File: src/rtl/ul_fft_pkg.sv
// Shared definitions for the uplink FFT front end: state encoding, default
// OFDM numerology and common widths.
package ul_fft_pkg;

  localparam int unsigned UL_FFT_SIZE_DEF     = 4096;
  localparam int unsigned UL_CP_LEN_DEF       = 288;
  localparam int unsigned UL_CP_LEN_FIRST_DEF = 352;

  localparam int unsigned NUM_SYM  = 14;
  localparam int unsigned NUM_SLOT = 20;
  localparam int unsigned SYM_W    = $clog2(NUM_SYM);
  localparam int unsigned SLOT_W   = $clog2(NUM_SLOT);

  localparam int unsigned SMP_CNT_W = 13;
  localparam int unsigned ERR_CNT_W = 16;

  typedef enum logic [1:0] {
    ST_IDLE = 2'd0,
    ST_SKIP = 2'd1,
    ST_PASS = 2'd2,
    ST_DONE = 2'd3
  } ul_state_e;

endpackage

File: src/rtl/ul_sat_cnt16.sv
// 16-bit event counter that sticks at all-ones; cleared only by reset.
module ul_sat_cnt16
  import ul_fft_pkg::*;
(
  input  logic                 clk,
  input  logic                 reset_n,
  input  logic                 i_inc,
  output logic [ERR_CNT_W-1:0] o_cnt
);

  // Increment on each event until saturated
  always_ff @(posedge clk or negedge reset_n) begin
    if (!reset_n) begin
      o_cnt <= '0;
    end else if (i_inc && (o_cnt != '1)) begin
      o_cnt <= o_cnt + ERR_CNT_W'(1);
    end
  end

endmodule

File: src/rtl/ul_cp_removal.sv
// Uplink cyclic-prefix removal: drops the CP of every OFDM symbol, forwards
// exactly FFT_SIZE useful samples tagged with sop/eop and symbol/slot index,
// and flags symbols whose marker spacing does not match CP + FFT length.
module ul_cp_removal
  import ul_fft_pkg::*;
#(
  parameter int unsigned DATA_W       = 32,
  parameter int unsigned FFT_SIZE     = UL_FFT_SIZE_DEF,
  parameter int unsigned CP_LEN       = UL_CP_LEN_DEF,
  parameter int unsigned CP_LEN_FIRST = UL_CP_LEN_FIRST_DEF
) (
  input  logic                 clk,
  input  logic                 reset_n,
  input  logic                 car_en,
  input  logic                 s_valid,
  input  logic [DATA_W-1:0]    s_data,
  input  logic                 sym_mrkr,
  input  logic [SYM_W-1:0]     sym_cnt,
  input  logic [SLOT_W-1:0]    slot_cnt,
  output logic                 m_valid,
  output logic [DATA_W-1:0]    m_data,
  output logic                 m_sop,
  output logic                 m_eop,
  output logic [SYM_W-1:0]     m_sym_idx,
  output logic [SLOT_W-1:0]    m_slot_idx,
  output logic                 err_short,
  output logic                 err_long,
  output logic [ERR_CNT_W-1:0] err_short_cnt,
  output logic [ERR_CNT_W-1:0] err_long_cnt
);

  ul_state_e             r_state;
  logic [SMP_CNT_W-1:0]  r_cnt;
  logic [SMP_CNT_W-1:0]  r_cp_target;
  logic [SYM_W-1:0]      r_sym;
  logic [SLOT_W-1:0]     r_slot;
  logic                  r_long_seen;

  logic [SMP_CNT_W-1:0]  w_cp_sel;
  logic [SMP_CNT_W-1:0]  w_cnt_inc;
  logic                  w_cp_one_now;

  // CP length for the symbol announced by the current marker
  assign w_cp_sel     = (sym_cnt == '0) ? SMP_CNT_W'(CP_LEN_FIRST) : SMP_CNT_W'(CP_LEN);
  assign w_cnt_inc    = r_cnt + SMP_CNT_W'(1);
  // A one-sample CP is fully consumed by the marker sample itself
  assign w_cp_one_now = s_valid && (w_cp_sel == SMP_CNT_W'(1));

  // Symbol sequencing, sample forwarding and error pulses
  always_ff @(posedge clk or negedge reset_n) begin
    if (!reset_n) begin
      r_state     <= ST_IDLE;
      r_cnt       <= '0;
      r_cp_target <= '0;
      r_sym       <= '0;
      r_slot      <= '0;
      r_long_seen <= 1'b0;
      m_valid     <= 1'b0;
      m_data      <= '0;
      m_sop       <= 1'b0;
      m_eop       <= 1'b0;
      m_sym_idx   <= '0;
      m_slot_idx  <= '0;
      err_short   <= 1'b0;
      err_long    <= 1'b0;
    end else begin
      m_valid   <= 1'b0;
      m_sop     <= 1'b0;
      m_eop     <= 1'b0;
      err_short <= 1'b0;
      err_long  <= 1'b0;

      if (!car_en) begin
        // Carrier off: abandon any block silently
        r_state     <= ST_IDLE;
        r_cnt       <= '0;
        r_long_seen <= 1'b0;
      end else if (sym_mrkr) begin
        // Marker wins over everything, including an eop-bearing sample
        r_sym       <= sym_cnt;
        r_slot      <= slot_cnt;
        r_cp_target <= w_cp_sel;
        r_long_seen <= 1'b0;
        err_short   <= (r_state == ST_PASS);
        if (w_cp_one_now) begin
          r_cnt   <= '0;
          r_state <= ST_PASS;
        end else begin
          r_cnt   <= s_valid ? SMP_CNT_W'(1) : '0;
          r_state <= ST_SKIP;
        end
      end else if (s_valid) begin
        case (r_state)
          ST_SKIP: begin
            if (w_cnt_inc == r_cp_target) begin
              r_cnt   <= '0;
              r_state <= ST_PASS;
            end else begin
              r_cnt <= w_cnt_inc;
            end
          end
          ST_PASS: begin
            m_valid <= 1'b1;
            m_data  <= s_data;
            m_sop   <= (r_cnt == '0);
            m_eop   <= (r_cnt == SMP_CNT_W'(FFT_SIZE - 1));
            r_cnt   <= w_cnt_inc;
            if (r_cnt == '0) begin
              m_sym_idx  <= r_sym;
              m_slot_idx <= r_slot;
            end
            if (r_cnt == SMP_CNT_W'(FFT_SIZE - 1)) begin
              r_state <= ST_DONE;
            end
          end
          ST_DONE: begin
            if (!r_long_seen) begin
              err_long    <= 1'b1;
              r_long_seen <= 1'b1;
            end
          end
          ST_IDLE: ;
          default: ;
        endcase
      end
    end
  end

  ul_sat_cnt16 u_short_cnt (
    .clk     (clk),
    .reset_n (reset_n),
    .i_inc   (err_short),
    .o_cnt   (err_short_cnt)
  );

  ul_sat_cnt16 u_long_cnt (
    .clk     (clk),
    .reset_n (reset_n),
    .i_inc   (err_long),
    .o_cnt   (err_long_cnt)
  );

endmodule
File: config.mk
export PLATFORM = sky130hd
export DESIGN_NAME = ul_cp_removal
export DESIGN_NICKNAME = d
export VERILOG_FILES = /design/src/rtl/ul_fft_pkg.sv /design/src/rtl/ul_sat_cnt16.sv /design/src/rtl/ul_cp_removal.sv
export SDC_FILE = /design/constraint.sdc
export NUM_CORES = 1
export LEC_CHECK = 0
export ABC_AREA = 1
export CAP_MARGIN = 10
export CORE_ASPECT_RATIO = 1.5
export CORE_MARGIN = 3
export CORE_UTILIZATION = 49
export DETAILED_ROUTE_END_ITERATION = 10
export PLACE_DENSITY = 0.87
export SLEW_MARGIN = 0
export SYNTH_ARGS = -nofsm -noshare
export SYNTH_HDL_FRONTEND = slang
export SYNTH_SLANG_ARGS = --single-unit
export TNS_END_PERCENT = 1
File: constraint.sdc
create_clock -name clk -period 1.9 [get_ports clk]
set_input_delay 0.38 -clock clk [delete_from_list [all_inputs] [get_ports clk]]
set_output_delay 0.38 -clock clk [all_outputs]
set_load 0.02 [all_outputs]
==> results of run 1 <==
-- cells in the final DEF (no fill, tap or decap), types with 3 or more instances in the layout --
master and n:
inv_2 3, clkbuf_16 9, xnor2_1 11, a21oi_1 3
buf_4 21, inv_1 50, nor2_1 39, nand3_1 31
nand3_2 4, nor4_1 3, ha_1 6, nor2_4 7
nor3_1 5, xor2_1 19, nand2_2 11, nor2_2 4
nand2_1 225, nand4_1 13, o22ai_1 7, dfrtp_1 103
clkdlybuf4s50_1 120, o21ai_0 9, clkinv_1 3, o21ai_1 8
-- logic make-up (layout without fill, tap and decap cells) --
family | count (synthesis) | count (layout) | share of synthesized area, %
xor gates and xnor gates | 30 | 30 | 5.38
DFF | 105 | 105 | 53.8
buffers and inverters | 68 | 218 | 5.35
muxes | 1 | 1 | 0.205
and+or+nand+nor | 346 | 346 | 30.4
AOI/OAI and AO/OA | 28 | 28 | 3.10
adders and majority gates | 7 | 7 | 1.79
-- flip-flops by register name, indices dropped and copies added, names as in the netlist --
name and count:
err_long 1, err_short 1, m_data 32, m_eop 1, m_slot_idx 5, m_sop 1
m_sym_idx 4, m_valid 1, r_cnt 13, r_cp_target 2, r_long_seen 1, r_slot 5
r_state 2, r_sym 4, u_long_cnt.o_cnt 16, u_short_cnt.o_cnt 16
-- metrics by stage --
stage / setup WS [ps] / hold slack, ps / setup TNS [ps]
finish: 49.1 / 444 / 0
global route: -132 / 472 / -285
CTS: 10.2 / 447 / 0
detailed placement: 10.9 / 348 / 0
global placement: 48.5 / 336 / 0
floorplan: 187 / 84.4 / 0
-- power by group through the flow --
stage	Clock (W)	Sequential, W	Combinational [W]
3_3_place_gp	0	0.00286	0.00180
3_5_place_dp	0	0.00288	0.00184
2_1_floorplan	0	0.00328	0.000395
6_report	0.00197	0.00285	0.00186
5_1_grt	0.00209	0.00289	0.00199
4_1_cts	0.00199	0.00284	0.00185
-- layer usage --
| metal | track usage (%) | part of all wire [%] |
|---|---|---|
| met5 | 0 | 0 |
| met1 | 28.3 | 37 |
| met3 | 3.86 | 4.5 |
| met2 | 40.6 | 55 |
| met4 | 11.8 | 3.7 |
-- final timing paths --
path	slack [ps]	end	cells after the start
max in group asynchronous	780	u_short_cnt.o_cnt[14]	3
min in group asynchronous	520	m_data[1]	2
worst max register to register	50	r_state[0]	14
worst max-delay path	50	r_state[0]	14
worst min-delay path	440	err_long	1
worst min register to register	440	err_long	1
-- cell type report --
| type | count | area [um2] |
|---|---|---|
| Tap cell | 115 | 144 |
| Fill cell | 707 | 2920 |
| Inverter | 57 | 216 |
| Clock inverter | 5 | 80.1 |
| Multi-Input combinational cell | 412 | 2050 |
| Timing Repair Buffer | 145 | 1410 |
| Sequential cell | 105 | 2630 |
| Clock buffer | 11 | 233 |
-- worst max-delay path: stages, from the launching register on --
cell and delay (ps):
dfrtp_1 400, ha_4 190, nand3_2 130, nor2_4 140
nand2_1 70, nand2_1 60, nand2_1 70, nor2_1 180
nand2_1 80, nor2_1 90, nand3_1 90, nand2_2 100
nand2_2 50, nand2_1 50, nand2_1 50
-- timing repair --
action | in CTS | in global routing
hold buffers | 1 | 0
gates resized for setup | 0 | 22
setup endpoints to repair | 0 | 17
endpoints found under the hold margin | 28 | 0
buffers inserted | 0 | 3
==> impl_results.md, run 1 <==
- Status: completed
- Final setup violation count: 0
- Worst skew pair latency: 350 ps
- Total global routing overflow: 0
- GRT Total Usage: 23.7%
- Pwr Total: 0.00667 W
- Ys async rst share: 100%
- Syn Nets: 638
- Vias in the first global route: 4288
- Finished Layout Cells: 850
- Top cells by area, synth: dfrtp_1 (54%), nand2_1 (18%), inv_1 (4.1%)
- EDFF count, synth: 0
- Static Leak: 3.29 nW
- Max frequency: 540 MHz
- Minimum clock period: 1850 ps
- Pint: 0.00465 W
- Net Sw Power: 0.00202 W
- Count leader, synth: nand2_1
- Rows: 44
- Per-cell routed wire length: 15.3 um
- CORE AREA: 9690 um2
- Placed cell count: 830
- Share of layout cells above drive strength 1: 9.80%
- Largest net degree at the start of global routing: 41
- Cell Area, Synth: 4880 um2
- Die height: 128 um
- Clk_skew: 7.64 ps
- Max-cap check violation count: 0
- Clk root buf: clkbuf_16
- Slew headroom: 71.9%
- Synthesized flop and latch total: 105
- Crit path kind: flip-flop to flip-flop
- Sequential fraction of the synthesis area: 53.8%
- RSZ-0062 raised after global routing: true
- TritonCTS clock tree: yes
- CP Capture Type: flip-flop
- CP required: 2140 ps
- H-tree depth: 3
- Die area: 11200 um2
- Placed inst area: 6360 um2
- Fin nets: 783
- Avg Cell Area, Syn: 8.35 um2
- Final core occ: 69.8%
- Period utilization: 97.4%
- Die width: 87.5 um
- Dpl hpwl: 9780 um
- GPL Wtd Cong: 0.974
- Average vias per placed instance: 5.16
- Main synth FF type: dfrtp_1
- Final hold violations: 0
- Yosys cell types: 29
- Vias: 4390
- Finished Cell Area: 6770 um2
- Synth top cells by count: nand2_1 (230), dfrtp_1 (105), inv_1 (53), nor2_1 (41), nand3_1 (31)
- Area added between synthesis and finish: 38.6%
- Synth warnings: 0
- Least-Margin Pin Slew: 418 ps
- N_diodes: 0
- Crit path from: r_cnt[1]
- Routed Antenna Nets: 0
- Initial DRC Count: 206
- Detailed Routing Iterations Pass 1: 4
- Synth area leader: dfrtp_1
- Worst hold path class: flip-flop to flip-flop
- Gate power share: 27.8%
- Initial antenna violation count: 0
- Initial core utilization: 50.4%
- Sequential Power Share: 42.7%
- Num ports: 124
- First-pass GRT wire length: 20600 um
- Num CTS Buffers: 9
- Mapped Cells: 585
- Startpoint types: flip-flop
- Wirelength, routed: 13000 um
- Clock transition at the registers of the reported paths: 70 ps
- CP Data Arrival Time: 2090 ps
- VDD IR max: 0.886 mV
- Clock Path Buffers: 2
- PortBufs: 123
- CTS sink count: 105
- Power Dens Cells: 985 nW/um2
- Top cell type's share of synthesized area: 53.8%
- RR Startpoint: r_cnt[1]
- Clock power share: 29.5%
- Switching Fraction: 30.3%
- Final Max Slew Viols: 0
- Post-route DRC: 0
- Min-delay src: r_long_seen
- Max FO, Critical Path: 4
(Power assumes the default switching activity.)
==> run 2: changes to the inputs <==
--- a/config.mk
+++ b/config.mk
@@ -11,6 +11,7 @@
 export CORE_MARGIN = 3
 export CORE_UTILIZATION = 49
 export DETAILED_ROUTE_END_ITERATION = 10
+export GPL_TIMING_DRIVEN = 1
 export PLACE_DENSITY = 0.87
 export SLEW_MARGIN = 0
 export SYNTH_ARGS = -nofsm -noshare
==> results of run 2 <==
Same layout as run 1: the final DEF is identical, and so are final timing and power.
==> run 3: changes to the inputs <==
--- a/config.mk
+++ b/config.mk
@@ -7,7 +7,7 @@
 export LEC_CHECK = 0
 export ABC_AREA = 1
 export CAP_MARGIN = 10
-export CORE_ASPECT_RATIO = 1.5
+export CORE_ASPECT_RATIO = 0.7
 export CORE_MARGIN = 3
 export CORE_UTILIZATION = 49
 export DETAILED_ROUTE_END_ITERATION = 10
==> run 3 against run 2 <==
  * Combinational power shrank 2%
  * Hold slack worse by 390 ps
  * Largest power group unchanged
  * Critical endpoint is now err_short_cnt[0]
  * Clock skew decreased by 2.8 ps
==> impl_results.md, run 3 (same netlist as run 1, synthesis figures left out) <==
- CP Capture Type: output port
- Slowest-stage cell, CP: clkdlybuf4s50_1
- CP Data Arrival Time: 1450 ps (-640 ps)
- Minimum clock period: 1830 ps (-16.7 ps)
- N_diodes: 0 (unchanged)
- Setup slack after layout: 65.8 ps (+16.7 ps)
- Top Registers: m_data: 32 flops, u_long_cnt.o_cnt: 16 flops, u_short_cnt.o_cnt: 16 flops
- Max reg flops: 32 (unchanged)
- Vias in the first global route: 4216 (-1.7%)
- GPL Wtd Cong: 1.00 (+2.7%)
- Clock Path Buffers: 2 (unchanged)
- Crit path kind: flip-flop to output port
- Final setup violation count: 0 (unchanged)
- Final core occ: 71.6% (+1.8 points)
- Least-Margin Pin Slew: 591 ps (+174 ps)
- RSZ-0062 raised after global routing: true
- R2R Setup Slk: 90 ps (+40 ps)
- Max FO, Critical Path: 4 (unchanged)
- VDD IR max: 0.819 mV (-7.5%)
- Worst skew pair latency: 340 ps (about the same)
- First-pass GRT wire length: 19700 um (-4.5%)
- Fin nets: 776 (-0.89%)
- Detailed Routing Iterations Pass 1: 5 (+1)
- Average vias per placed instance: 5.14 (-0.46%)
- Clk_skew: 4.85 ps (-2.79 ps)
- Die height: 89.5 um (-30%)
- Slew headroom: 60.6% (-11 points)
- Num ports: 124 (unchanged)
- Area added between synthesis and finish: 37.3%
- Num CTS Buffers: 9 (unchanged)
- Worst path cell trace: buf_4 > clkdlybuf4s50_1
- PortBufs: 123 (unchanged)
- Vias: 4380 (-0.23%)
- Initial DRC Count: 357 (+73%)
- Total global routing overflow: 0 (unchanged)
- Most frequent cells in the layout: nand2_1 (229), clkdlybuf4s50_1 (120), dfrtp_1 (103)
- Rows: 29 (-34%)
- Largest net degree at the start of global routing: 106 (+160%)
- Worst hold path class: input pin to async pin
- Initial antenna violation count: 0 (unchanged)
- CTS sink count: 105 (unchanged)
- Period utilization: 96.5% (-0.88 points)
- CORE AREA: 9360 um2 (-3.4%)
- Max frequency: 545 MHz (+0.91%)
- GRT Total Usage: 21.9% (-1.8 points)
- Power Dens Cells: 961 nW/um2 (-2.5%)
- Routed Antenna Nets: 0 (unchanged)
- Family with the most delay on the worst path: buffers and inverters
- Static Leak: 3.24 nW (-1.4%)
- Crit path largest cell delay: 610 ps (+210 ps)
- Initial core utilization: 52.2% (+1.8 points)
- Die width: 125 um (+43%)
- Final hold violations: 0 (unchanged)
- Max-cap check violation count: 0 (unchanged)
- Share of layout cells above drive strength 1: 8.65% (-1.1 points)
- # Post-CTS Setup Buffers: 0 (unchanged)
- H-tree depth: 3 (unchanged)
- Status: completed
- Final Max Slew Viols: 0 (unchanged)
- CP required: 1520 ps (-620 ps)
- Pre-CTS setup slack: 11.1 ps (+0.239 ps)
- WP buf/inv: 2 (+2)
- Startpoint types: flip-flop
- CTS hold repair buffers: 0 (-1)
- Clk root buf: clkbuf_16
- Dpl hpwl: 9010 um (-7.8%)
- Most common cell after layout, fill and taps aside: nand2_1
- Post-route DRC: 0 (unchanged)
- Largest reg by FF count: m_data
- Per-cell routed wire length: 14.4 um (-5.7%)
- Die area: 11200 um2 (about the same)
- Wirelength, routed: 12300 um (-5.5%)
- Clock transition at the registers of the reported paths: 70 ps (about the same)
- TritonCTS clock tree: yes
==> run 3: changes by cell type in the layout (fill, tap and decap cells not counted), moves of 2 or more <==
cell	before	now
buf_4	21	14
bufinv_16	2	0
clkbuf_8	0	2
inv_1	50	53
inv_2	3	1
nand2_1	225	229
nand2_2	11	8
nand3_1	31	29
==> run 3: worst paths after layout <==
kind / start / end / cells past startpoint
max: u_short_cnt.o_cnt[0] / err_short_cnt[0] / 2
min: reset_n / u_long_cnt.o_cnt[5] / 2
max reg2reg: r_cnt[1] / r_state[0] / 14
min reg2reg: r_long_seen / err_long / 1
max in group asynchronous: reset_n / r_slot[1] / 2
min in group clk: r_long_seen / err_long / 1
==> run 3: area by class of cell <==
class | count | area, um2
Clock inverter | 4 | 26.3
Tap cell | 124 | 155
Multi-Input combinational cell | 412 | 2050
Fill cell | 695 | 2660
Sequential cell | 105 | 2630
Inverter | 57 | 214
Timing Repair Buffer | 138 | 1370
Clock buffer | 12 | 256
==> run 3: metrics by stage <==
stage	hold WS [ps]	instances	setup TNS, ps	area, um2	power, W
3_3_place_gp	431	836	0	6360	0.00466
4_1_cts	129	852	0	6640	0.00649
3_5_place_dp	426	836	0	6360	0.00472
5_1_grt	142	852	-41.4	6710	0.00675
6_report	57.0	852	0	6710	0.00644
2_1_floorplan	84.4	585	0	4880	0.00368
==> run 3: timing repair <==
item	4_1_cts	5_1_grt
resized for setup	0	16
setup endpoints to repair	0	14
endpoints found under the hold margin	0	0
==> run 3: where the power goes <==
part           internal [W]  total [W]  leakage (nW)  switching [W]
Combinational      0.000875    0.00182          1.71       0.000947
Sequential          0.00261    0.00287          1.39       0.000263
Clock              0.000961    0.00175         0.139       0.000788
Total               0.00444    0.00644          3.24        0.00200
==> run 3: layer usage <==
metal / share of wire (%) / vias to the layer above / track usage, %
li1: - / 2097 / -
met1: 43 / 2059 / 28.7
met2: 47 / 201 / 35.9
met3: 8.3 / 23 / 5.73
met4: 1.7 / 0 / 7.97
met5: 0 / - / 0
